[src/rtl/adc_dual_sequencer.sv]
// adc_dual_sequencer
// Steps through NUM_SLOTS channel slots. Each slot sends one command to ADC A
// and one to ADC B, collects both tagged samples, and presents the pair as a
// one-cycle sample_valid strobe. frame_done marks the last slot of a frame.
//
// Optional feature: define ADC_SEQ_TIMEOUT_EN to abandon a slot after
// TIMEOUT_CYCLES. Missing samples then read 12'hFFF and error[1] is set.
//
// Ports:
//   clock_clk, reset_sink_reset      clock, synchronous active-high reset
//   enable, error_clr                run request, sticky-error clear
//   command*/command_2*              command streams to ADC A / ADC B
//   response*/response_2*            sample streams from ADC A / ADC B
//   sample_valid/slot/data_a/data_b  per-slot result
//   frame_done, busy, error          framing strobe, activity, sticky errors
module adc_dual_sequencer #(
    parameter int          NUM_SLOTS      = 4,
    parameter logic [39:0] CH_LIST_A      = 40'h0,
    parameter logic [39:0] CH_LIST_B      = 40'h0,
    parameter int          TIMEOUT_CYCLES = 1024
) (
    input  logic        clock_clk,
    input  logic        reset_sink_reset,
    input  logic        enable,
    input  logic        error_clr,
    output logic        command_valid,
    output logic [4:0]  command_channel,
    output logic        command_startofpacket,
    output logic        command_endofpacket,
    input  logic        command_ready,
    output logic        command_2_valid,
    output logic [4:0]  command_2_channel,
    output logic        command_2_startofpacket,
    output logic        command_2_endofpacket,
    input  logic        command_2_ready,
    input  logic        response_valid,
    input  logic [4:0]  response_channel,
    input  logic [11:0] response_data,
    input  logic        response_startofpacket,
    input  logic        response_endofpacket,
    input  logic        response_2_valid,
    input  logic [4:0]  response_2_channel,
    input  logic [11:0] response_2_data,
    input  logic        response_2_startofpacket,
    input  logic        response_2_endofpacket,
    output logic        sample_valid,
    output logic [2:0]  sample_slot,
    output logic [11:0] sample_data_a,
    output logic [11:0] sample_data_b,
    output logic        frame_done,
    output logic        busy,
    output logic [1:0]  error
);

    typedef enum logic [1:0] {IDLE, ISSUE, WAIT, STORE} state_t;

    localparam logic [2:0] LAST_SLOT = 3'(NUM_SLOTS - 1);

    // Unpack the channel lists into per-slot lookup tables.
    logic [4:0] ch_tbl_a [8];
    logic [4:0] ch_tbl_b [8];
    for (genvar gi = 0; gi < 8; gi++) begin : g_ch_tbl
        assign ch_tbl_a[gi] = CH_LIST_A[5*gi +: 5];
        assign ch_tbl_b[gi] = CH_LIST_B[5*gi +: 5];
    end

    state_t      state_q, state_d;
    logic [2:0]  slot_q, slot_d;
    logic        en_q;
    logic        acc_a_q, acc_a_d, acc_b_q, acc_b_d;   // command accepted this slot
    logic        got_a_q, got_a_d, got_b_q, got_b_d;   // response captured this slot
    logic [11:0] hold_a_q, hold_a_d, hold_b_q, hold_b_d;
    logic [11:0] out_a_q, out_a_d, out_b_q, out_b_d;
    logic [2:0]  out_slot_q, out_slot_d;
    logic [1:0]  error_q, error_d;

    logic [4:0]  ch_a, ch_b;
    logic        active, cmd_a_valid, cmd_b_valid, hs_a, hs_b;
    logic        acc_a_now, acc_b_now, cap_a, cap_b, got_a_now, got_b_now, both_got;
    logic        bad_resp, timeout;

    assign ch_a        = ch_tbl_a[slot_q];
    assign ch_b        = ch_tbl_b[slot_q];
    assign active      = (state_q == ISSUE) || (state_q == WAIT);
    assign cmd_a_valid = (state_q == ISSUE) && !acc_a_q;
    assign cmd_b_valid = (state_q == ISSUE) && !acc_b_q;
    assign hs_a        = cmd_a_valid && command_ready;
    assign hs_b        = cmd_b_valid && command_2_ready;
    assign acc_a_now   = acc_a_q || hs_a;
    assign acc_b_now   = acc_b_q || hs_b;
    // A response may land in the same cycle as its command handshake.
    assign cap_a       = response_valid && active && acc_a_now && !got_a_q;
    assign cap_b       = response_2_valid && active && acc_b_now && !got_b_q;
    assign got_a_now   = got_a_q || cap_a;
    assign got_b_now   = got_b_q || cap_b;
    assign both_got    = got_a_now && got_b_now;
    assign bad_resp    = (response_valid && !cap_a) || (cap_a && (response_channel != ch_a)) ||
                         (response_2_valid && !cap_b) || (cap_b && (response_2_channel != ch_b));

`ifdef ADC_SEQ_TIMEOUT_EN
    logic [31:0] cnt_q, cnt_d;
    assign cnt_d   = active ? cnt_q + 32'd1 : 32'd0;
    assign timeout = active && (cnt_q == 32'(TIMEOUT_CYCLES - 1)) && !both_got;

    always_ff @(posedge clock_clk) begin
        if (reset_sink_reset) cnt_q <= '0;
        else                  cnt_q <= cnt_d;
    end
`else
    assign timeout = 1'b0;
    logic [31:0] unused_timeout_cfg;
    assign unused_timeout_cfg = 32'(TIMEOUT_CYCLES);
`endif

    logic unused_framing;
    assign unused_framing = response_startofpacket ^ response_endofpacket ^
                            response_2_startofpacket ^ response_2_endofpacket;

    always_comb begin
        state_d    = state_q;
        slot_d     = slot_q;
        acc_a_d    = acc_a_now;
        acc_b_d    = acc_b_now;
        got_a_d    = got_a_now;
        got_b_d    = got_b_now;
        hold_a_d   = cap_a ? response_data : hold_a_q;
        hold_b_d   = cap_b ? response_2_data : hold_b_q;
        out_a_d    = out_a_q;
        out_b_d    = out_b_q;
        out_slot_d = out_slot_q;
        error_d    = error_clr ? 2'b00 : error_q;
        error_d[0] = error_d[0] | bad_resp;

        case (state_q)
            IDLE: begin
                slot_d = 3'd0;
                if (en_q) state_d = ISSUE;
            end
            ISSUE: begin
                if (acc_a_now && acc_b_now) state_d = WAIT;
            end
            WAIT: begin
                if (both_got) state_d = STORE;
            end
            STORE: begin
                acc_a_d = 1'b0;
                acc_b_d = 1'b0;
                got_a_d = 1'b0;
                got_b_d = 1'b0;
                slot_d  = (slot_q == LAST_SLOT) ? 3'd0 : slot_q + 3'd1;
                state_d = ((slot_q == LAST_SLOT) && !en_q) ? IDLE : ISSUE;
            end
            default: state_d = IDLE;
        endcase

        if (timeout) begin
            if (!got_a_now) hold_a_d = 12'hFFF;
            if (!got_b_now) hold_b_d = 12'hFFF;
            error_d[1] = 1'b1;
            state_d    = STORE;
        end

        // Result registers load on entry to STORE and hold until the next one.
        if ((state_d == STORE) && (state_q != STORE)) begin
            out_a_d    = hold_a_d;
            out_b_d    = hold_b_d;
            out_slot_d = slot_q;
        end
    end

    always_ff @(posedge clock_clk) begin
        if (reset_sink_reset) begin
            state_q    <= IDLE;
            slot_q     <= 3'd0;
            en_q       <= 1'b0;
            acc_a_q    <= 1'b0;
            acc_b_q    <= 1'b0;
            got_a_q    <= 1'b0;
            got_b_q    <= 1'b0;
            hold_a_q   <= 12'h0;
            hold_b_q   <= 12'h0;
            out_a_q    <= 12'h0;
            out_b_q    <= 12'h0;
            out_slot_q <= 3'd0;
            error_q    <= 2'b00;
        end else begin
            state_q    <= state_d;
            slot_q     <= slot_d;
            en_q       <= enable;
            acc_a_q    <= acc_a_d;
            acc_b_q    <= acc_b_d;
            got_a_q    <= got_a_d;
            got_b_q    <= got_b_d;
            hold_a_q   <= hold_a_d;
            hold_b_q   <= hold_b_d;
            out_a_q    <= out_a_d;
            out_b_q    <= out_b_d;
            out_slot_q <= out_slot_d;
            error_q    <= error_d;
        end
    end

    assign command_valid           = cmd_a_valid;
    assign command_channel         = cmd_a_valid ? ch_a : 5'd0;
    assign command_startofpacket   = cmd_a_valid && (slot_q == 3'd0);
    assign command_endofpacket     = cmd_a_valid && (slot_q == LAST_SLOT);
    assign command_2_valid         = cmd_b_valid;
    assign command_2_channel       = cmd_b_valid ? ch_b : 5'd0;
    assign command_2_startofpacket = cmd_b_valid && (slot_q == 3'd0);
    assign command_2_endofpacket   = cmd_b_valid && (slot_q == LAST_SLOT);
    assign sample_valid            = (state_q == STORE);
    assign sample_slot             = out_slot_q;
    assign sample_data_a           = out_a_q;
    assign sample_data_b           = out_b_q;
    assign frame_done              = (state_q == STORE) && (slot_q == LAST_SLOT);
    assign busy                    = (state_q != IDLE);
    assign error                   = error_q;

endmodule

[config.mk]
export PLATFORM = sky130hd
export DESIGN_NAME = adc_dual_sequencer
export DESIGN_NICKNAME = d
export VERILOG_FILES = /design/src/rtl/adc_dual_sequencer.sv
export SDC_FILE = /design/constraint.sdc
export NUM_CORES = 1
export LEC_CHECK = 0
export ABC_CLOCK_PERIOD_IN_PS = 4400
export BUFFER_PORTS_ARGS = -buffer_cell sky130_fd_sc_hd__clkbuf_2
export CORE_MARGIN = 2
export CORE_UTILIZATION = 45
export CTS_CLUSTER_DIAMETER = 100
export DETAILED_ROUTE_END_ITERATION = 7
export PLACE_DENSITY = 0.72
export SYNTH_ARGS = -nofsm -noshare
export SYNTH_HDL_FRONTEND = slang
export SYNTH_SLANG_ARGS = --single-unit
[constraint.sdc]
create_clock -name clock_clk -period 4.4 [get_ports clock_clk]
set_clock_uncertainty 0.1 [all_clocks]
set_input_delay 0.88 -clock clock_clk [delete_from_list [all_inputs] [get_ports clock_clk]]
set_output_delay 0.88 -clock clock_clk [all_outputs]
set_load 0.005 [all_outputs]
==> flow_summary.yaml <==
clock_tree:
  clk_latency_ps: 320
  clkSinkCount: 62
  cts_tree: "built"
  post_cts_buffers: 0
  root_buffer: "clkbuf_8"
  clkTransAtPathRegs_ps: 70
  clock_path_buffers: 2
  ctsHoldBuffers: 0
  htreeDepth: 3
  cts_resized: 0
  cts_buffers: 9
timing:
  hold_violations: 0
  hold_slack_ps: 380
  slew_violations: 0
  max_slew_margin_pct: 43.3
  fin_crit_ps: 2710
  tns_ps: 0
  setup_slack_ps: 1690
  timing.fmax_mhz: 369
  finalSetupViolCount: 0
  rsz0062_at_grt: "no"
  finalCritPeriodShare_pct: 61.7
  tightest_slew_ps: 848
grt:
  grt_start_max_net_pins: 41
  grt-ovfl-total: 0
  antenna_found_initial: 0
  use_met2_pct: 25.4
  use_met3_pct: 5.27
  met1_usage_pct: 20.5
  grt_usage_pct: 16.3
  grt_busiest_layer: "met2"
  grt_pass1_wl_mm: 9.19
  grt_pass1_vias: 2011
finish:
  nNetsFinal: 399
  fillCellCount: 550
  fin_cells: 426
  layout_commonest_cell: "clkbuf_2"
  syn2layout_area_growth_pct: 21.0
  drive_gt1_share_pct: 35.0
  diodes: 0
  final_cell_mix: "clkbuf_2 (78), dfxtp_1 (62), nor2_1 (39), mux2i_1 (28), nor2b_1 (27)"
critical_path:
  endpoint_kind: "flop"
  crit_required_ps: 4500
  path_cells: "inv_1 > ha_1 > nand2_1 > nor3_4 > nand3_1 > a222oi_1 > nor2_1"
  cp_slowest_cell: "nor3_4"
  worstPathArrival_ps: 2820
  crit_fanout: 13
  critPathMaxStageDelay_ps: 670
  startpoint_type: "flop"
  path_class: "reg2reg"
floorplanning:
  dieArea_um2: 6870
  die_w_um: 82.9
  start_util_pct: 47.0
  row_count: 28
  fp.dieH_um: 82.9
  coreArea_um2: 5960
  ioPinCount: 94
synth:
  yosys.area_share.simple_pct: 19.0
  async_reset_ff_share_pct: 0
  synth_warnings: 0
  synthFlopType: "dfxtp_1"
  synth_mux_area_share_pct: 22.2
  synthXorXnorAreaFrac_pct: 0
  synth_top_family_by_area: "multiplexers"
  synth-seq-cells: 62
  synth_adder_area_share_pct: 3.13
  ys_types: 32
  synth_area_leaders: "dfxtp_1 (44%), mux2_4 (10%), mux2i_1 (10%), nor2b_1 (6.0%), nor2_1 (5.2%)"
  syn_inst: 270
  ys_seq_area_share_pct: 44.3
  yosysTopAreaCellShare_pct: 44.3
  synth_compound_area_share_pct: 3.58
  synth_area_um2: 2800
  synth-edff-count: 0
  synth.largest_area_cell: "dfxtp_1"
  syn_avg_cell_area_um2: 10.4
routing:
  num_vias: 2009
  vias_per_cell: 4.72
  wl_per_cell_um: 12.5
  drc: 0
  antenna_left: 0
  dr.pass1.iters: 4
  drt_iter0_markers: 51
  drt-total-wl_mm: 5.33
status:
  status: "finished, final reports clean"
place:
  place_ws_ps: 1640
  hpwl_mm: 3.76
  io_buffers: 78
  place_congestion: 0.764
  dp_cells: 410
job:
  drv_cap: 0
power_and_ir_drop:
  ir_drop_mv: 0.223
  power_mw: 1.28
  p_per_area_nw_per_um2: 377
  leakage_nw: 1.56
worst_hold_path:
  hp-class: "reg2reg"
-- kinds of logic (layout without fill, tap and decap cells) --
| logic type | count (synthesis) | after routing |
|---|---|---|
| other | 1 | 11 |
| and+or+nand+nor | 99 | 99 |
| DFF | 62 | 62 |
| adders and majority gates | 7 | 7 |
| muxes | 52 | 52 |
| buffers and inverters | 34 | 105 |
| AOI/OAI and AO/OA | 15 | 15 |
-- sequential cells by signal, summed over array words and instances (netlist names) --
name,count
got_b_q,1
acc_a_q,1
hold_a_q,12
hold_b_q,12
acc_b_q,1
slot_q,3
en_q,1
state_q,2
sample_data_b,12
got_a_q,1
sample_data_a,12
sample_slot,3
error,1
-- Yosys cell counts (3+ instances only) --
library cell  number
inv_1             10
buf_4             12
dfxtp_1           62
nand2_1            6
ha_1               7
nor2_1            39
nor3b_1            3
mux2i_1           28
nor3_1             6
clkbuf_1           8
nor2b_1           27
nand3_1            3
a21oi_1            5
mux2_4            19
nand2b_1          10
mux2_2             5
-- final timing paths --
| kind | slack, ps | to | depth (start not counted) | start |
|---|---|---|---|---|
| setup / recovery | 1690 | error[0] | 7 | state_q[0] |
| hold / removal | 380 | sample_slot[1] | 2 | sample_slot[1] |
| setup reg to reg | 1690 | error[0] | 7 | state_q[0] |
| hold reg to reg | 380 | sample_slot[1] | 2 | sample_slot[1] |
-- through the flow --
step                      instance area, um^2  util [%]
after global routing                     3390      56.8
final                                    3390      56.8
after CTS                                3390      56.8
after floorplan                          2840         -
after detailed placement                 3150      52.9
after global placement                   3150      52.9
-- cell type report --
class | instances | area (um^2) | area share [%]
Timing Repair Buffer | 79 | 398 | 11.8
Tap cell | 75 | 93.8 | 2.77
Clock inverter | 3 | 65.1 | 1.92
Inverter | 10 | 37.5 | 1.11
Clock buffer | 13 | 169 | 4.99
Multi-Input combinational cell | 184 | 1380 | 40.8
Sequential cell | 62 | 1240 | 36.7
-- report_power, final --
part | switching, mW | internal [mW]
Sequential | 0.00780 | 0.572
Combinational | 0.0704 | 0.0524
Clock | 0.208 | 0.365
Total | 0.286 | 0.990
-- routing by layer --
layer / vias up / routed length [um]
met2: 73 / 2350
met1: 913 / 2540
li1: 1017 / -
met4: 0 / 56
met3: 6 / 379
met5: - / 0
-- worst max-delay path: cells and delay by family (launching register included) --
kind            cells  cell delay [ps]
simple gates        4             1110
buf+inv             1              110
compound gates      1              380
flops               1              440
fa+ha+maj           1              450
Note: power is estimated with default switching activity, not from simulation.
